<file path="config.mk">
export PLATFORM = sky130hd
export DESIGN_NAME = pc_sequencer_flat
export DESIGN_NICKNAME = d
export VERILOG_FILES = /design/src/rtl/pc_seq_if.sv /design/src/rtl/pc_sequencer.sv /design/src/flat_wrapper.sv
export SDC_FILE = /design/constraint.sdc
export NUM_CORES = 1
export LEC_CHECK = 0
export ABC_AREA = 1
export BUFFER_PORTS_ARGS = -buffer_cell sky130_fd_sc_hd__buf_2
export CORE_AREA = 2 2 45 55
export CTS_CLUSTER_DIAMETER = 60
export CTS_CLUSTER_SIZE = 12
export DETAILED_ROUTE_END_ITERATION = 7
export DIE_AREA = 0 0 47 57
export PLACE_DENSITY = 0.92
export SYNTH_ARGS = -nofsm -noshare
export SYNTH_HDL_FRONTEND = slang
export SYNTH_SLANG_ARGS = --single-unit
</file>
<file path="constraint.sdc">
create_clock -name clk -period 3.2 [get_ports clk]
set_input_delay 0.32 -clock clk [delete_from_list [all_inputs] [get_ports clk]]
set_output_delay 0.32 -clock clk [all_outputs]
set_load 0.005 [all_outputs]
</file>
<file path="src/rtl/pc_seq_if.sv">
// Handshake bundle between the PC sequencer and its neighbours: hazard unit,
// EX-stage branch logic, interrupt pin and the vector/stack memory port.
interface pc_seq_if;
    logic        int_req;
    logic        branch_req;
    logic        hazard_stall;
    logic        mem_ready;
    logic [1:0]  pc_sel;
    logic        pc_en;
    logic        flush;
    logic        save_push;
    logic        vec_rd;
    logic [31:0] vec_addr;
    logic        int_ack;
    logic        busy;
    logic        err;

    modport master (
        output int_req, branch_req, hazard_stall, mem_ready,
        input  pc_sel, pc_en, flush, save_push, vec_rd, vec_addr, int_ack, busy, err
    );

    modport slave (
        input  int_req, branch_req, hazard_stall, mem_ready,
        output pc_sel, pc_en, flush, save_push, vec_rd, vec_addr, int_ack, busy, err
    );
endinterface

</file>
<file path="src/rtl/pc_sequencer.sv">
// PC source/enable control: reset-vector boot, fetch/branch/stall arbitration
// and the flush -> return-PC push -> vector fetch interrupt entry.
module pc_sequencer #(
    parameter logic [31:0] RESET_VEC_ADDR = 32'h0000_0000,
    parameter logic [31:0] INT_VEC_ADDR   = 32'h0000_0002,
    parameter int          TIMEOUT_CYCLES = 16
) (
    input  logic     clk,
    input  logic     rst,
    pc_seq_if.slave  bus
);
    localparam int            CW  = $clog2(TIMEOUT_CYCLES + 1);
    localparam logic [CW-1:0] TMO = CW'(TIMEOUT_CYCLES);

    localparam logic [2:0] ST_BOOT      = 3'd0;
    localparam logic [2:0] ST_RUN       = 3'd1;
    localparam logic [2:0] ST_INT_FLUSH = 3'd2;
    localparam logic [2:0] ST_INT_PUSH  = 3'd3;
    localparam logic [2:0] ST_INT_VEC   = 3'd4;

    logic [2:0]    state_q, state_d;
    logic          int_pending_q, int_pending_d;
    logic          int_req_dly_q, int_req_dly_d;
    logic          armed_q, armed_d;
    logic [CW-1:0] wait_cnt_q, wait_cnt_d;
    logic          err_q, err_d;

    logic [1:0]    pc_sel_c;
    logic          pc_en_c, flush_c, save_push_c, vec_rd_c, int_ack_c;
    logic [31:0]   vec_addr_c;
    logic          int_edge, waiting;

    always_comb begin
        state_d     = state_q;
        pc_sel_c    = 2'b00;
        pc_en_c     = 1'b0;
        flush_c     = 1'b0;
        save_push_c = 1'b0;
        vec_rd_c    = 1'b0;
        vec_addr_c  = 32'h0;
        int_ack_c   = 1'b0;
        case (state_q)
            ST_BOOT: begin
                vec_rd_c   = 1'b1;
                vec_addr_c = RESET_VEC_ADDR;
                if (bus.mem_ready) begin
                    pc_sel_c = 2'b01;
                    pc_en_c  = 1'b1;
                    state_d  = ST_RUN;
                end
            end
            ST_RUN: begin
                // Branch beats a pending interrupt so the pushed return PC is the target.
                if (bus.hazard_stall) begin
                    pc_en_c = 1'b0;
                end else if (bus.branch_req) begin
                    pc_sel_c = 2'b11;
                    pc_en_c  = 1'b1;
                    flush_c  = 1'b1;
                end else if (int_pending_q) begin
                    state_d = ST_INT_FLUSH;
                end else begin
                    pc_en_c = 1'b1;
                end
            end
            ST_INT_FLUSH: begin
                flush_c = 1'b1;
                state_d = ST_INT_PUSH;
            end
            ST_INT_PUSH: begin
                save_push_c = 1'b1;
                if (bus.mem_ready) state_d = ST_INT_VEC;
            end
            ST_INT_VEC: begin
                vec_rd_c   = 1'b1;
                vec_addr_c = INT_VEC_ADDR;
                if (bus.mem_ready) begin
                    pc_sel_c  = 2'b10;
                    pc_en_c   = 1'b1;
                    int_ack_c = 1'b1;
                    state_d   = ST_RUN;
                end
            end
            default: state_d = ST_BOOT;
        endcase
    end

    // armed_q masks the first post-reset cycle so a level held through reset is no edge.
    always_comb begin
        int_req_dly_d = bus.int_req;
        armed_d       = 1'b1;
        int_edge      = armed_q & bus.int_req & ~int_req_dly_q;
        int_pending_d = int_edge | (int_pending_q & ~int_ack_c);
        waiting       = (state_q == ST_BOOT) || (state_q == ST_INT_PUSH) || (state_q == ST_INT_VEC);
        if ((state_d != state_q) || bus.mem_ready)
            wait_cnt_d = '0;
        else if (waiting && (wait_cnt_q != TMO))
            wait_cnt_d = wait_cnt_q + CW'(1);
        else
            wait_cnt_d = wait_cnt_q;
        err_d = err_q | (wait_cnt_d == TMO);
    end

    always_ff @(posedge clk or posedge rst) begin
        if (rst) begin
            state_q       <= ST_BOOT;
            int_pending_q <= 1'b0;
            int_req_dly_q <= 1'b0;
            armed_q       <= 1'b0;
            wait_cnt_q    <= '0;
            err_q         <= 1'b0;
        end else begin
            state_q       <= state_d;
            int_pending_q <= int_pending_d;
            int_req_dly_q <= int_req_dly_d;
            armed_q       <= armed_d;
            wait_cnt_q    <= wait_cnt_d;
            err_q         <= err_d;
        end
    end

    assign bus.pc_sel    = rst ? 2'b00 : pc_sel_c;
    assign bus.pc_en     = ~rst & pc_en_c;
    assign bus.flush     = ~rst & flush_c;
    assign bus.save_push = ~rst & save_push_c;
    assign bus.vec_rd    = ~rst & vec_rd_c;
    assign bus.vec_addr  = rst ? 32'h0 : vec_addr_c;
    assign bus.int_ack   = ~rst & int_ack_c;
    assign bus.busy      = ~rst & (state_q != ST_RUN);
    assign bus.err       = ~rst & err_q;
endmodule
</file>
<file path="src/flat_wrapper.sv">
// flat-port wrapper written by rule: the top's interface ports become plain ports
module pc_sequencer_flat 
#(
    parameter logic [31:0] RESET_VEC_ADDR = 32'h0000_0000,
    parameter logic [31:0] INT_VEC_ADDR   = 32'h0000_0002,
    parameter int          TIMEOUT_CYCLES = 16
)
  (clk, rst, bus_int_req, bus_branch_req, bus_hazard_stall, bus_mem_ready, bus_pc_sel, bus_pc_en, bus_flush, bus_save_push, bus_vec_rd, bus_vec_addr, bus_int_ack, bus_busy, bus_err);
  pc_seq_if bus_i ();
  input  logic clk;
  input  logic rst;
  input wire logic [$bits(bus_i.int_req)-1:0] bus_int_req;
  input wire logic [$bits(bus_i.branch_req)-1:0] bus_branch_req;
  input wire logic [$bits(bus_i.hazard_stall)-1:0] bus_hazard_stall;
  input wire logic [$bits(bus_i.mem_ready)-1:0] bus_mem_ready;
  output wire logic [$bits(bus_i.pc_sel)-1:0] bus_pc_sel;
  output wire logic [$bits(bus_i.pc_en)-1:0] bus_pc_en;
  output wire logic [$bits(bus_i.flush)-1:0] bus_flush;
  output wire logic [$bits(bus_i.save_push)-1:0] bus_save_push;
  output wire logic [$bits(bus_i.vec_rd)-1:0] bus_vec_rd;
  output wire logic [$bits(bus_i.vec_addr)-1:0] bus_vec_addr;
  output wire logic [$bits(bus_i.int_ack)-1:0] bus_int_ack;
  output wire logic [$bits(bus_i.busy)-1:0] bus_busy;
  output wire logic [$bits(bus_i.err)-1:0] bus_err;
  assign bus_i.int_req = bus_int_req;
  assign bus_i.branch_req = bus_branch_req;
  assign bus_i.hazard_stall = bus_hazard_stall;
  assign bus_i.mem_ready = bus_mem_ready;
  assign bus_pc_sel = bus_i.pc_sel;
  assign bus_pc_en = bus_i.pc_en;
  assign bus_flush = bus_i.flush;
  assign bus_save_push = bus_i.save_push;
  assign bus_vec_rd = bus_i.vec_rd;
  assign bus_vec_addr = bus_i.vec_addr;
  assign bus_int_ack = bus_i.int_ack;
  assign bus_busy = bus_i.busy;
  assign bus_err = bus_i.err;
  pc_sequencer #(.RESET_VEC_ADDR(RESET_VEC_ADDR), .INT_VEC_ADDR(INT_VEC_ADDR), .TIMEOUT_CYCLES(TIMEOUT_CYCLES)) u_core (.clk(clk), .rst(rst), .bus(bus_i));
endmodule
</file>
# Yosys cells after proc, flatten, opt, wreduce, memory -nomap -nowiden
# Cells that the tools add are included.
# word_totals
regBits,12
out_inout_bits,41
wordCells,63
inputBits,6
# op_classes
n_addsub,1
muxes,27
n_eq_ne,8
n_bitwise,15
reduce_logical,6
# op_table
operator,n
$mux W3,5
$mux W2,6
$pmux W3 S4,1
$and A1 B1 Y1,10
$mux W1,10
$mux W5,2
$eq A3 B2 Y1 const B,2
$pmux W2 S3,1
$add A5 B1 Y5 const B,1
$eq A5 B5 Y1 const B,1
$ne A5 B5 Y1 const B,1
$pmux W1 S2,2
$eq A3 B1 Y1 const B,1
$eq A3 B3 Y1 const B,1
$logic_not A3 Y1,1
$logic_or A1 B1 Y1,3
$ne A3 B1 Y1 const B,1
$ne A3 B3 Y1,1
$not A1 Y1,3
$or A1 B1 Y1,2
$reduce_or A2 Y1,1
$logic_and A1 B1 Y1,1

# Longest topological paths before layout
# depth
depth_word,9
ltp_mapped,10
ltp_nobuf,10

# Worst setup path after synthesis
# OpenSTA, ideal clock, no wires.
# synth_path
path_type,register -> register
from,register u_core.state_q[0]
to,register u_core.err_q
setup_slack_ns,1.813
path_stages_with_launch,11
synth_period_minus_slack_ns,1.387
path_buffers,0
t_required_ns,3.083
setup_time_ns,0.117
arrival_ns,1.270
cell_sequence,dfrtp_1 -> nor2_2 -> inv_2 -> nand2_1 -> nand2_4 -> inv_2 -> nor2_1 -> a21oi_2 -> nor2_4 -> nand3_1 -> nand2_1
# synth_via
elab_chain_cells,9
elab_cells_between_ends,21
classes_between,6 x eq/ne; 8 x mux; 1 x bitwise; 6 x reduce/logical
# synth_lines
item,line,source
start: declaration,pc_sequencer.sv:21,"logic [2:0] state_q, state_d;"
start signal: assignment,pc_sequencer.sv:113,state_q <= state_d;
$mux W3,pc_sequencer.sv:60,end else if (int_pending_q) begin
$mux W3,pc_sequencer.sv:56,end else if (bus.branch_req) begin
$mux W3,pc_sequencer.sv:54,if (bus.hazard_stall) begin
$pmux W3 S4,pc_sequencer.sv:42,case (state_q)
$ne A3 B3 Y1,pc_sequencer.sv:95,if ((state_d != state_q) || bus.mem_ready)
$logic_or A1 B1 Y1,pc_sequencer.sv:95,
$mux W5 *,pc_sequencer.sv:95,
net u_core.wait_cnt_d[4],pc_sequencer.sv:25,"logic [CW-1:0] wait_cnt_q, wait_cnt_d;"
$eq A5 B5 Y1 *,pc_sequencer.sv:101,err_d = err_q | (wait_cnt_d == TMO);
$or A1 B1 Y1 *,pc_sequencer.sv:101,
net u_core.err_d,pc_sequencer.sv:26,"logic err_q, err_d;"
end signal: assignment,pc_sequencer.sv:118,err_q <= err_d;
end: declaration,pc_sequencer.sv:26,
# The timed path passes the listed nets; every way through them passes the cells marked *.

# Worst setup path in the final report
# layout_path
from,register u_core.state_q[0]
to,output port bus_pc_sel[1]
# layout_via
elab_chain_cells,3
elab_cells_between_ends,5
classes_between,2 x eq/ne; 2 x mux; 1 x reduce/logical
# layout_lines
item,line,source
"$eq A3 B3 Y1, or another cell as far along",pc_sequencer.sv:42,
$pmux W2 S3 *,pc_sequencer.sv:42,
$mux W2 *,pc_sequencer.sv:122,assign bus.pc_sel = rst ? 2'b00 : pc_sel_c;
end: declaration,flat_wrapper.sv:16,output wire logic [$bits(bus_i.pc_sel)-1:0] bus_pc_sel;
# Every way passes the cells marked *; elsewhere a longest branch is shown, timed or not.

==> summary by stage <==
Status
The run finished with clean final reports.

Synthesis
The portion of synthesized cell area occupied by the leading cell type is 0.2993. The proportion of synthesized flip-flops having asynchronous set or reset is 1.000. The count of different cell masters after synthesis is 23. The number of warning messages in the yosys log is 0. The cell taking the most area after synthesis is sky130_fd_sc_hd__dfrtp_1. The synthesized area divided by synthesized cell count is 7.168 µm². The synthesized netlist occupies a cell area of 0.001003 mm². Sorting the synthesized cells by area gives the leading types as sky130_fd_sc_hd__dfrtp_1 30%, sky130_fd_sc_hd__buf_4 23%, sky130_fd_sc_hd__inv_1 7.1%.

sky130_fd_sc_hd__buf_4 is the most common cell in the netlist. The sequential cell area fraction in the yosys report is 0.2993. For this run, the leading register cell type out of synthesis is sky130_fd_sc_hd__dfrtp_1.

By count the netlist is led by 31 x sky130_fd_sc_hd__buf_4, 19 x sky130_fd_sc_hd__inv_1, 18 x sky130_fd_sc_hd__nand2_1, 18 x sky130_fd_sc_hd__nor2_1, 12 x sky130_fd_sc_hd__dfrtp_1. The number of enable-type register cells in the synthesized netlist is 0. Synthesis handed over a netlist of 140 instances. After synthesis the netlist holds a flip-flop and latch count of 12.

CTS
For this design, the sink count on the clock tree is 12. In this run, post-CTS repair resized a total of 0 instances. Buffers added to address setup during post-CTS repair amount to 0.

Buffers inserted during clock tree synthesis total 3. The TritonCTS clock tree is built. The later pin in the worst-skew pair is clocked with a latency of 0.27 ns.

The maximum level of the CTS H-tree is 1. In this run the deepest clock path goes through 2 buffers. Clock tree synthesis selected as its root buffer the cell sky130_fd_sc_hd__clkbuf_4. After clock tree synthesis, the flow added hold-fix buffers numbering 0.

The clock-pin transition on the worst setup and hold timing paths is 0.08 ns.

Die
Pin placement for this block handled 47 I/O pins. The die height is 57 µm. The area of the core region is 0.002187 mm². The floorplan row count is 19. The die covers 0.002679 mm².

The effective utilization at floorplan is 0.4588. The die is 47 µm wide.

Worst setup path
The largest fanout on the critical path is 7. The delay of the slowest critical-path stage is 0.47 ns. The required time reported for the critical path endpoint is 2.88 ns.

By startpoint and endpoint, the worst setup path is classified as reg2out. The endpoint type of the worst setup path is an output pin. The critical path launch point type is a flop.

The worst path arrival time is 1.45 ns. Walking the worst path, the cells encountered are nor2_2 > nand2_1 > nor2_1 > inv_1 > a21oi_1 > buf_2. The library cell contributing the largest single delay on the critical path is sky130_fd_sc_hd__dfrtp_1.

Layout
From synthesis to final layout, the design area changed by 2.619%. The area occupied by multi-input gates is 496.7 µm². The fill cell instance count of the final layout is 238. Registers take 300.3 µm². The number of nets in the layout is 166. The ratio of cells with drive above 1 in the final layout is 0.1975. The number of antenna diodes in the final layout is 0.

Global routing
The number of global-route vias before repair is 604. Global routing finished with a remaining overflow of 0. The met1 track demand over resource is 0.1288. The first global-routing pass estimated 2304 µm of wire. Entering global routing, the biggest net connects 13 pins. The layer flagged by global routing as most heavily used is met2. In the global route stage, met2 resource usage came out at 0.2016.

For this run, global-route usage on met3 was measured as 0.01899. The number of antenna violations at the first check in global routing came to 0. Across every metal layer, demand over resource in global routing totals 0.1215.

Routing
The count of nets left with antenna violations once routing finished came out at 0. After detailed routing, the average wire length per cell comes to 8.090 µm. The number of detailed-routing iterations run before antenna repair is 4. Summing over every cut layer, the via total after detailed routing is 767. The detail-routed via count per cell is 4.080. After detailed routing, the number of remaining DRC violations is 0. For this block, the routed nets add up to 1521 µm of wire. For this block, the initial DRC count from the detailed router was 13.

Placed design
The number of buffer cells added on primary ports is 15. After legalization and detailed placement, the total HPWL measured 1273 µm. The final RePlAce weighted congestion is 0.8010.

STA
The clock skew after layout is 0.009621 ns. The number of hold-slack violations in the final timing report came to 0. Setup violations remaining at the end of the flow were counted as 0.

In the final timing run, aggregate negative setup slack is 0 ns. Of the available clock period, the critical path in the final layout requires 0.5519. Setup repair after global routing left no endpoint under its margin. The routed design could run at a clock period as short as 1.766 ns. The maximum clock frequency is 566.3 MHz. The final-report max-slew violation count is 0.

Power
The power per standard cell area is 657.8 mW/mm². The design draws 677.4 µW. The worst-case IR drop observed on VDD is 0.3372 mV. The leakage power is 0.5687 nW.

Run
The tool flagged a number of max-cap violations equal to 0.

Min path
The class of the worst hold path is in2async.
==> cell type report <==
cell class / instances / share of cell area
multi-input cells: 104 / 0.4824
well taps: 31 / 0.03767
repair buffers: 15 / 0.07290
flip-flops and latches: 12 / 0.2916
inverters: 22 / 0.08019
clock buffers: 4 / 0.03524
==> critical path, delay by kind of cell (launching register included) <==
kind	cells	cell delay [ns]
AND/OR/NAND/NOR	3	0.39
buffers and inverters	2	0.19
flip-flops	1	0.47
AO/OA/AOI/OAI	1	0.13
==> where the power goes <==
part / internal [mW] / switching (mW) / total, mW / leakage, nW
logic: 0.118 / 0.217 / 0.335 / 0.398
clock network: 0.0691 / 0.0493 / 0.118 / 0.0210
registers: 0.185 / 0.0395 / 0.224 / 0.149
==> placed cells by master, fill, tap and decap left out, drive strengths merged <==
cell type	synthesis	layout
a21oi	7	7
buf	31	15
clkbuf	1	4
conb	2	32
dfrtp	12	12
ha	2	2
inv	22	22
nand2	19	19
nand3	11	11
nor2	21	21
nor3	1	1
o21ai	6	6
o21bai	1	1
or2	1	1
xnor2	1	1
xor2	2	2
==> registers in the layout, indices dropped and copies added, names as in the netlist <==
signal	cells
u_core.int_pending_q	1
u_core.state_q	3
u_core.wait_cnt_q	5
u_core.armed_q	1
u_core.int_req_dly_q	1
u_core.err_q	1
==> logic make-up after synthesis <==
logic type | share of synthesized area
compound gates | 0.08353
xor+xnor | 0.02619
fa+ha+maj | 0.02493
buf+inv | 0.3179
flops | 0.2993
other cells | 0.007484
simple gates | 0.2406
==> metal layers <==
metal  wire (µm)  vias to the layer above
li1            -                      397
met1         604                      341
met2         805                       27
met3          83                        2
met4          27                        0
met5           0                        -
==> final timing paths <==
path	from	endpoint	slack (ns)	cells past startpoint
worst max-delay path	u_core.state_q[0]	bus_pc_sel[1]	1.43	6
worst min-delay path	rst	u_core.wait_cnt_q[0]	0.15	2
worst max register to register	u_core.state_q[2]	u_core.err_q	1.67	10
worst min register to register	u_core.int_req_dly_q	u_core.int_pending_q	0.45	1
max in group asynchronous	rst	u_core.wait_cnt_q[4]	2.73	2
min in group clk	bus_int_req	u_core.int_req_dly_q	0.17	1
==> metrics by stage <==
step	setup WS, ns	std cells	utilization	instance area (µm²)	hold WS (ns)
detailed placement	1.689	184	0.4542	993.5	0.4492
finish	1.434	188	0.4708	1030	0.1462
global placement	1.714	184	0.4542	993.5	0.4428
floorplan	1.813	170	-	1116	0.3514
global route	1.272	188	0.4708	1030	0.1541
CTS	1.417	188	0.4708	1030	0.1492
Power figures use the tool's default switching activity.
